File: src/rtl/uart_pkg.sv
// Shared definitions for the buffered UART transmitter.
// Holds the transmitter state encoding, the idle level of the serial line
// and the default frame/FIFO parameters used by uart_tx_buffered.
package uart_pkg;

  localparam int DEF_DATA_BITS  = 8;
  localparam int DEF_FIFO_DEPTH = 8;
  localparam int DEF_STOP_BITS  = 1;

  localparam logic LINE_IDLE = 1'b1;

  typedef enum logic [2:0] {
    IDLE,
    START,
    DATA,
    PARITY,
    STOP
  } tx_state_t;

endpackage

File: src/rtl/uart_tx_fifo.sv
// Synchronous FIFO feeding the UART transmitter.
// Ports:
//   clk, reset   clock and asynchronous active-high reset
//   push, wdata  write request and data; ignored while full (even on a pop)
//   pop, rdata   read request; rdata shows the head entry combinationally
//   full, empty  occupancy flags decoded from the registered count
//   count        current occupancy, 0..DEPTH
// DEPTH must be a power of two so the pointers wrap by natural overflow.
module uart_tx_fifo
  import uart_pkg::*;
#(
  parameter int WIDTH = DEF_DATA_BITS,
  parameter int DEPTH = DEF_FIFO_DEPTH
) (
  input  logic                     clk,
  input  logic                     reset,
  input  logic                     push,
  input  logic [WIDTH-1:0]         wdata,
  input  logic                     pop,
  output logic [WIDTH-1:0]         rdata,
  output logic                     full,
  output logic                     empty,
  output logic [$clog2(DEPTH):0]   count
);

  localparam int AW = $clog2(DEPTH);
  localparam logic [AW-1:0] PTR_ONE = 1;
  localparam logic [AW:0]   CNT_ONE = 1;
  localparam logic [AW:0]   CNT_MAX = DEPTH;

  logic [WIDTH-1:0] mem_q [DEPTH];
  logic [AW-1:0]    wr_ptr_q, wr_ptr_d;
  logic [AW-1:0]    rd_ptr_q, rd_ptr_d;
  logic [AW:0]      count_q, count_d;
  logic             do_push, do_pop;

  assign full    = (count_q == CNT_MAX);
  assign empty   = (count_q == '0);
  assign count   = count_q;
  assign rdata   = mem_q[rd_ptr_q];
  assign do_push = push && !full;
  assign do_pop  = pop && !empty;

  always_comb begin
    wr_ptr_d = wr_ptr_q;
    rd_ptr_d = rd_ptr_q;
    count_d  = count_q;
    if (do_push) wr_ptr_d = wr_ptr_q + PTR_ONE;
    if (do_pop)  rd_ptr_d = rd_ptr_q + PTR_ONE;
    if (do_push && !do_pop)      count_d = count_q + CNT_ONE;
    else if (!do_push && do_pop) count_d = count_q - CNT_ONE;
  end

  always_ff @(posedge clk or posedge reset) begin
    if (reset) begin
      wr_ptr_q <= '0;
      rd_ptr_q <= '0;
      count_q  <= '0;
    end else begin
      wr_ptr_q <= wr_ptr_d;
      rd_ptr_q <= rd_ptr_d;
      count_q  <= count_d;
    end
  end

  // Storage carries data only, so it is left out of reset.
  always_ff @(posedge clk) begin
    if (do_push) mem_q[wr_ptr_q] <= wdata;
  end

endmodule

File: src/rtl/uart_tx_buffered.sv
// Buffered UART transmitter (8N1 by default, 8E1 with UART_TX_PARITY_EN).
// Bytes enter a FIFO through a valid/ready handshake and are serialised
// LSB-first, one bit period per baud_tick pulse, with back-to-back frames
// sent without an idle gap while the FIFO holds data.
// Ports:
//   clk, reset   clock and asynchronous active-high reset
//   baud_tick    one-cycle pulse; each pulse ends the current bit period
//   tx_data      byte to send, written when tx_valid && tx_ready
//   tx_valid     tx_data is valid
//   tx_ready     FIFO not full
//   tx           registered serial line, idle high
//   busy         a frame is in progress
//   fifo_count   current FIFO occupancy
// Build option: define UART_TX_PARITY_EN to append an even parity bit
// after the MSB.
module uart_tx_buffered
  import uart_pkg::*;
#(
  parameter int DATA_BITS  = DEF_DATA_BITS,
  parameter int FIFO_DEPTH = DEF_FIFO_DEPTH,
  parameter int STOP_BITS  = DEF_STOP_BITS
) (
  input  logic                          clk,
  input  logic                          reset,
  input  logic                          baud_tick,
  input  logic [DATA_BITS-1:0]          tx_data,
  input  logic                          tx_valid,
  output logic                          tx_ready,
  output logic                          tx,
  output logic                          busy,
  output logic [$clog2(FIFO_DEPTH):0]   fifo_count
);

  localparam int CNT_W = $clog2(DATA_BITS);
  localparam logic [CNT_W-1:0] BIT_LAST = CNT_W'(DATA_BITS - 1);
  localparam logic [CNT_W-1:0] BIT_ONE  = 1;
  // Index of the final stop-bit period (0 for one stop bit, 1 for two).
  localparam logic STOP_LAST = (STOP_BITS == 2);

  tx_state_t            state_q, state_d;
  logic                 tx_q, tx_d;
  logic                 busy_q, busy_d;
  logic [CNT_W-1:0]     bit_cnt_q, bit_cnt_d;
  logic                 stop_cnt_q, stop_cnt_d;
  logic [DATA_BITS-1:0] shift_q, shift_d;
`ifdef UART_TX_PARITY_EN
  logic                 parity_q, parity_d;
`endif

  logic                 fifo_push, fifo_pop;
  logic                 fifo_full, fifo_empty;
  logic [DATA_BITS-1:0] fifo_rdata;

  assign tx_ready  = !fifo_full;
  assign fifo_push = tx_valid && tx_ready;
  assign tx        = tx_q;
  assign busy      = busy_q;

  uart_tx_fifo #(
    .WIDTH (DATA_BITS),
    .DEPTH (FIFO_DEPTH)
  ) u_fifo (
    .clk   (clk),
    .reset (reset),
    .push  (fifo_push),
    .wdata (tx_data),
    .pop   (fifo_pop),
    .rdata (fifo_rdata),
    .full  (fifo_full),
    .empty (fifo_empty),
    .count (fifo_count)
  );

  always_comb begin
    state_d    = state_q;
    tx_d       = tx_q;
    bit_cnt_d  = bit_cnt_q;
    stop_cnt_d = stop_cnt_q;
    shift_d    = shift_q;
    fifo_pop   = 1'b0;
`ifdef UART_TX_PARITY_EN
    parity_d   = parity_q;
`endif
    if (baud_tick) begin
      case (state_q)
        IDLE: begin
          if (!fifo_empty) begin
            fifo_pop = 1'b1;
            shift_d  = fifo_rdata;
`ifdef UART_TX_PARITY_EN
            parity_d = ^fifo_rdata;
`endif
            tx_d     = 1'b0;
            state_d  = START;
          end else begin
            tx_d = LINE_IDLE;
          end
        end
        START: begin
          tx_d      = shift_q[0];
          bit_cnt_d = '0;
          state_d   = DATA;
        end
        DATA: begin
          if (bit_cnt_q == BIT_LAST) begin
            stop_cnt_d = 1'b0;
`ifdef UART_TX_PARITY_EN
            tx_d    = parity_q;
            state_d = PARITY;
`else
            tx_d    = LINE_IDLE;
            state_d = STOP;
`endif
          end else begin
            // shift_q[1] becomes the next bit once the register shifts.
            shift_d   = shift_q >> 1;
            tx_d      = shift_q[1];
            bit_cnt_d = bit_cnt_q + BIT_ONE;
          end
        end
`ifdef UART_TX_PARITY_EN
        PARITY: begin
          tx_d       = LINE_IDLE;
          stop_cnt_d = 1'b0;
          state_d    = STOP;
        end
`endif
        STOP: begin
          if (stop_cnt_q == STOP_LAST) begin
            // Chain straight into the next start bit when data is waiting.
            if (!fifo_empty) begin
              fifo_pop = 1'b1;
              shift_d  = fifo_rdata;
`ifdef UART_TX_PARITY_EN
              parity_d = ^fifo_rdata;
`endif
              tx_d     = 1'b0;
              state_d  = START;
            end else begin
              tx_d    = LINE_IDLE;
              state_d = IDLE;
            end
          end else begin
            stop_cnt_d = 1'b1;
          end
        end
        default: begin
          tx_d    = LINE_IDLE;
          state_d = IDLE;
        end
      endcase
    end
    busy_d = (state_d != IDLE);
  end

  always_ff @(posedge clk or posedge reset) begin
    if (reset) begin
      state_q    <= IDLE;
      tx_q       <= LINE_IDLE;
      busy_q     <= 1'b0;
      bit_cnt_q  <= '0;
      stop_cnt_q <= 1'b0;
    end else begin
      state_q    <= state_d;
      tx_q       <= tx_d;
      busy_q     <= busy_d;
      bit_cnt_q  <= bit_cnt_d;
      stop_cnt_q <= stop_cnt_d;
    end
  end

  // Payload registers hold data only and are not reset.
  always_ff @(posedge clk) begin
    shift_q  <= shift_d;
`ifdef UART_TX_PARITY_EN
    parity_q <= parity_d;
`endif
  end

endmodule

File: config.mk
export PLATFORM = sky130hd
export DESIGN_NAME = uart_tx_buffered
export DESIGN_NICKNAME = d
export VERILOG_FILES = /design/src/rtl/uart_pkg.sv /design/src/rtl/uart_tx_fifo.sv /design/src/rtl/uart_tx_buffered.sv
export SDC_FILE = /design/constraint.sdc
export NUM_CORES = 1
export LEC_CHECK = 0
export ABC_AREA = 1
export BUFFER_PORTS_ARGS = -buffer_cell sky130_fd_sc_hd__clkbuf_2
export CORE_MARGIN = 2
export CORE_UTILIZATION = 30
export DETAILED_ROUTE_END_ITERATION = 16
export GPL_ROUTABILITY_DRIVEN = 0
export MAX_ROUTING_LAYER = met4
export SLEW_MARGIN = 20
export SYNTH_ARGS = -nofsm -noshare
export SYNTH_HDL_FRONTEND = slang
export SYNTH_HIERARCHICAL = 1
export SYNTH_SLANG_ARGS = --single-unit
File: constraint.sdc
create_clock -name clk -period 4.06 [get_ports clk]
set_input_delay 0.406 -clock clk [delete_from_list [all_inputs] [get_ports clk]]
set_output_delay 0.406 -clock clk [all_outputs]
set_load 0.005 [all_outputs]
# Yosys cells after proc, flatten, opt, wreduce, memory -nomap -nowiden
# Memories as Yosys holds them, arrays and structs flattened.
# Cells that the tools add are included.
[word_totals]
reg_bits = 27
n_memories = 1
output_inout_bits = 7
ramBits = 64
inputBits = 12
wordCells = 70
[classes]
n_reduce_logical = 20
muxes = 27
n_addsub = 5
eq_ne = 8
[mem_list]
columns = ["name", "words", "word_bits", "rd", "rd_ports_with_merged_regs", "wr", "line_no", "source"]
rows = [
  ["u_fifo.mem_q", 8, 8, 1, 0, 1, "uart_tx_fifo.sv:31", "logic [WIDTH-1:0] mem_q [DEPTH];"],
]
[ops]
columns = ["op", "n"]
rows = [
  ["2-to-1 mux 8 bit", 3],
  ["one-hot mux 8 bit (3 select lines)", 1],
  ["2-to-1 mux 3 bit", 5],
  ["one-hot mux 3 bit (4 select lines)", 1],
  ["2-to-1 mux 1 bit", 11],
  ["adder 3 x 1 -> 3 bit, second input constant", 3],
  ["2-to-1 mux 4 bit", 2],
  ["equality test 3 bit, second input constant", 2],
  ["inequality test 2 bit, second input constant", 3],
  ["one-hot mux 3 bit (2 select lines)", 1],
  ["AND reduction 3 bit", 2],
  ["nonzero test 2 bit", 3],
  ["nonzero test 3 bit", 2],
  ["logical AND 1 bit", 5],
  ["adder 4 x 1 -> 4 bit, second input constant", 1],
  ["equality test 4 bit, second input constant", 1],
  ["zero test 1 bit", 4],
  ["zero test 4 bit", 1],
  ["one-hot mux 1 bit (2 select lines)", 2],
  ["one-hot mux 1 bit (4 select lines)", 1],
  ["AND reduction 4 bit", 1],
  ["subtractor 4 x 1 -> 4 bit, second input constant", 1],
  ["equality test 3 x 1 -> 1 bit, second input constant", 1],
  ["equality test 3 x 2 -> 1 bit, second input constant", 1],
  ["2 further kinds", 2],
]

# Depth between registers and ports, before layout
[logic_depth]
ltp_word = 9
mapped_depth = 16
mapped_depth_nobuf = 16

# Modules after synthesis
# The synthesis kept the hierarchy.
[by_module_without_submodules]
columns = ["mod", "instances", "cells_per_inst", "area_each_um2", "seq_area_each_um2"]
rows = [
  ["uart_tx_fifo", 1, 297, 3189.3, 2172.1],
  ["uart_tx_buffered", 1, 104, 842.1, 441.7],
]

# Worst setup path after synthesis
# No wires, ideal clock.
[synth_path]
path_kind = "flip-flop to flip-flop"
startpoint = "register u_fifo.count_q[0], in the netlist u_fifo/count[0]"
endpoint = "register u_fifo.count_q[3], in the netlist u_fifo/count[3]"
period_less_slack_ns = 2.504
required_time_ns = 3.943
path_stages_with_launch = 16
setup_ns = 0.117
path_slack_ns = 1.556
arrival_ns = 2.387
path_buffers = 0
path_cell_list = "dfrtp_1 nor2_1 nand3_1 inv_1 clkinv_1 nand2_1 nor2_1 nand2_1 ha_1 inv_1 ha_1 or2_2 nand2_1 nand2_1 nand3_1 nand2_1"
[synth_via]
elab_chain_cells = 9
elab_cells_between_ends = 20
classes_between = "2 x add/sub; 1 x eq/ne; 6 x mux; 11 x reduce/logical"
[synth_lines]
columns = ["element", "line_no", "source"]
rows = [
  ["start: declaration", "uart_tx_fifo.sv:34", "logic [AW:0] count_q, count_d;"],
  ["start signal: assignment", "uart_tx_fifo.sv:62", "count_q <= count_d;"],
  ["zero test 4 bit (*)", "uart_tx_fifo.sv:38", "assign empty = (count_q == '0);"],
  ["via fifo_empty", "uart_tx_buffered.sv:51", "logic fifo_full, fifo_empty;"],
  ["2-to-1 mux 1 bit (*)", "uart_tx_buffered.sv:87, uart_tx_buffered.sv:131", ""],
  ["2-to-1 mux 1 bit", "uart_tx_buffered.sv:129", "if (stop_cnt_q == STOP_LAST) begin"],
  ["one-hot mux 1 bit (2 select lines) (*)", "uart_tx_buffered.sv:85", "case (state_q)"],
  ["2-to-1 mux 1 bit (*)", "uart_tx_buffered.sv:84", "if (baud_tick) begin"],
  ["via fifo_pop", "uart_tx_buffered.sv:50", "logic fifo_push, fifo_pop;"],
  ["logical AND 1 bit (*)", "uart_tx_fifo.sv:42", "assign do_pop = pop && !empty;"],
  ["zero test 1 bit", "uart_tx_fifo.sv:50", "if (do_push && !do_pop) count_d = count_q + CNT_ONE;"],
  ["logical AND 1 bit", "uart_tx_fifo.sv:50", ""],
  ["2-to-1 mux 4 bit or nonzero test 2 bit (tied branches)", "n/a", ""],
]
# The timed path passes the listed nets; every way through them passes the cells marked *. The select of a mux whose other input is x is not followed.
# A chain may end at the register's enable or synchronous reset.

# Worst setup path after layout
# Ends and elaborated chain as after synthesis.

==> results.toml <==
[clocking]
clk_pin_slew_ns = 0.07
cts-root-to-sink-buffers = 2
cts_setup_buffers = 0
post_cts_hold_fix_bufs = 0
tritoncts = "done"
cts_root_buffer = "sky130_fd_sc_hd__clkbuf_16"
cts_inserted_buffers = 9
ctsResizeCount = 0
clkLatencyLatePin_ns = 0.33
htree_num_levels = 3
cts_num_sinks = 90

[power]
power_mw = 3.35
vdd_ir_drop_max_mv = 0.254
cellLeakagePower_nw = 1.88
powerDensity_mw_per_mm2 = 739

[synthesis]
yosysWarnings = 6
post_synthesis_instance_area_mm2 = 0.00403
synth_largest_area_cell = "sky130_fd_sc_hd__edfxtp_1"
main_combinational_cell_family_by_area_after_synthesis = "simple AND/OR/NAND/NOR gates"
ys_seq_area_share_pct = 64.8
yosys-top-cells-area = "sky130_fd_sc_hd__edfxtp_1, sky130_fd_sc_hd__nand2_1, sky130_fd_sc_hd__dfrtp_1"
post_synth_and_or_nand_nor_area_fraction_pct = 21.3
ys_seq_elements = 90
synthCells = 401
synthDominantCellAreaShare_pct = 53.6
postSynthAreaPerCell_um2 = 10.1
synthDistinctLibCells = 27
yosys-mux-area-fraction_pct = 0
synth_compound_gate_area_share_pct = 5.31
synthAdderAreaFrac_pct = 2.67
xor_and_xnor_fraction_of_the_mapped_netlist_area_pct = 1.09
postSynthNetCount = 421

[floorplan]
num_io_pins = 19
chip_width_um = 120
fp-row-count = 42
fp.dieArea_mm2 = 0.0144
floorplan.die.height_um = 120
core_mm2 = 0.0132
initial_core_util_pct = 30.6

[critical_path]
crit_end = "u_fifo/count[3]$_DFFE_PP0P_"
cp-start-kind = "flop"
critPathMaxFanout = 9
crit_path_start = "u_fifo/count[0]$_DFFE_PP0P_"
timing.reg2reg.worst_path_depth = 15
arrival_ns = 3.04
cpMaxStageDelayCell = "sky130_fd_sc_hd__dfrtp_1"
cp_slowest_stage_delay_ns = 0.45
critPathKind = "flop to flop"
worst_path_dominant_cell_family = "simple AND/OR/NAND/NOR gates"
critPathCaptureType = "flop"
regToRegStartpoint = "u_fifo/count[0]$_DFFE_PP0P_"
cp_data_required_time_ns = 4.29
crit_path_cell_trace = "nor2_1 > nand3_1 > inv_1 > clkinv_1 > nand2_1 > nor2_1 > nand2_1 > ha_1 > inv_1 > ha_1 > or2_2 > nand2_1 > nand2_1 > nand3_1 > nand2_1"
rr_endpoint = "u_fifo/count[3]$_DFFE_PP0P_"
regToRegSetupSlack_ns = 1.24
worstSetupPathDepth = 15
critical_path.n_buffers_inverters = 3
timing.critical_path.mode_cell = "sky130_fd_sc_hd__nand2_1"

[sta]
totalNegativeSetupSlack_ns = 0
hold_slack_ns = -0.000769
worst_slack_ns = 1.24
worst_clock_skew_ns = 0.00550
report.final.setup_viol = 0
max_freq_ghz = 0.355
timing.final.hold_violations = 3
timing_worst_slew_pin_value_ns = 1.08
grt_setup_unrepaired = "no"
maxSlewHeadroom_pct = 27.6
finalMaxSlewViolations = 0
layout_min_cycle_time_ns = 2.82
min_period_over_period_pct = 69.4

[finish]
syn_to_final_growth_pct = 12.5
most-common-layout-cells = "sky130_fd_sc_hd__nand2_1, sky130_fd_sc_hd__edfxtp_1, sky130_fd_sc_hd__nor2_1"
nets = 440
finalNonFillerCells = 601
leading_cell_type_in_the_layout_fill_and_taps_excluded = "sky130_fd_sc_hd__nand2_1"
share_of_cells_above_drive_strength_1_pct = 10.8
num_antenna_cells = 0

[route]
viasPerCell = 4.44
antenna_violating_nets_post_route = 0
routed_wire_length_mm = 7.95
wl_per_cell_um = 13.2
detailedRoute.firstIterationViolations = 184
post-route-drc-count = 0
first_pass_iteration_count_of_the_detailed_router = 4
detailroute.via_count = 2669

[run_status]
violations = "hold timing"
outcome = "finished, violations left"

[run]
cap_violations = 0

[place]
dp_worst_setup_slack_ns = 1.24
dpl.cell_count = 585
post_detail_place_hpwl_mm = 5.08
port_buffers = 18

[global_route]
number_of_antenna_violations_at_the_first_check_in_global_routing = 0
overall_overflow_remaining_after_global_route = 0
via_count_of_the_first_global_routing_pass = 2648
maximum_number_of_pins_on_one_net_before_global_route_repair = 35
grtUsageTotal_pct = 12.1
grt_first_pass_wirelength_mm = 13.1

[min_path]
hold_path_class = "input pin to asynchronous set/reset pin"
[sequential cells by signal (all words and copies together), names as in the netlist]
name             flops
u_fifo/mem_q        64
busy                 1
tx                   1
u_fifo/count         4
state_q              3
u_fifo/rd_ptr_q      3
shift_q              8
bit_cnt_q            3
u_fifo/wr_ptr_q      3
[worst register-to-register path: stages, from the launching register on]
cell,delay (ns)
sky130_fd_sc_hd__dfrtp_1,0.45
sky130_fd_sc_hd__nor2_1,0.17
sky130_fd_sc_hd__nand3_1,0.12
sky130_fd_sc_hd__inv_1,0.12
sky130_fd_sc_hd__clkinv_1,0.21
sky130_fd_sc_hd__nand2_1,0.20
sky130_fd_sc_hd__nor2_1,0.07
sky130_fd_sc_hd__nand2_1,0.16
sky130_fd_sc_hd__ha_1,0.19
sky130_fd_sc_hd__inv_1,0.09
sky130_fd_sc_hd__ha_1,0.34
sky130_fd_sc_hd__or2_2,0.32
sky130_fd_sc_hd__nand2_1,0.07
sky130_fd_sc_hd__nand2_1,0.05
sky130_fd_sc_hd__nand3_1,0.08
sky130_fd_sc_hd__nand2_1,0.05
[per-layer routing]
metal | track usage, % | up-vias | part of all wire, %
met4 | 5.51 | 0 | 1.7
met3 | 2.61 | 8 | 4.3
li1 | - | 1356 | -
met2 | 19.7 | 42 | 48
met1 | 14.5 | 1263 | 46
met5 | - | - | 0
[through the flow]
stage | area (um^2) | util, %
after global routing | 4530 | 34.4
after floorplan | 4030 | -
after detailed placement | 4260 | 32.3
final | 4530 | 34.4
after global placement | 4260 | 32.3
after CTS | 4530 | 34.4
[power by group]
group,switching [mW],internal [mW],leakage [nW]
Clock,0.339,0.412,0.127
Sequential,0.155,1.26,0.881
Combinational,0.784,0.405,0.873
[synthesized netlist by cell type (all sizes together)]
cell type and number:
dfrtp 17, or2 2, buf 11, xnor2 4, inv 26, nand3 17, xor2 1, dfstp 1
nand2 154, a21oi 4, edfxtp 72, nor2 42, clkinv 3, fa 1, o21ai 38, ha 7
nand4 1
[worst min path at each step]
| stage | end | cells past startpoint | from | slack [ns] |
|---|---|---|---|---|
| 4_1_cts | bit_cnt_q[2]$_DFFE_PP0P_ | 2 | reset | 0.001 |
| 6_report | bit_cnt_q[0]$_DFFE_PP0P_ | 2 | reset | -0.0008 |
| 2_1_floorplan | bit_cnt_q[0]$_DFFE_PP0P_ | 1 | reset | 0.22 |
| 3_3_place_gp | busy$_DFF_PP0_ | 2 | reset | 0.37 |
| 3_5_place_dp | busy$_DFF_PP0_ | 2 | reset | 0.37 |
| 5_1_grt | bit_cnt_q[0]$_DFFE_PP0P_ | 2 | reset | 0.02 |
[kinds of logic after synthesis]
kind of cell,after synthesis
fa+ha+maj,8
simple gates,216
compound gates,42
buf+inv,40
flops,90
xor+xnor,5
[area by class of cell]
| class | count | area [um^2] |
|---|---|---|
| Tap cell | 176 | 220 |
| Timing Repair Buffer | 19 | 97.6 |
| Fill cell | 1268 | 8660 |
| Sequential cell | 90 | 2610 |
| Clock buffer | 9 | 225 |
| Clock inverter | 7 | 45.0 |
| Inverter | 29 | 110 |
| Multi-Input combinational cell | 271 | 1220 |
(Power assumes the default switching activity.)
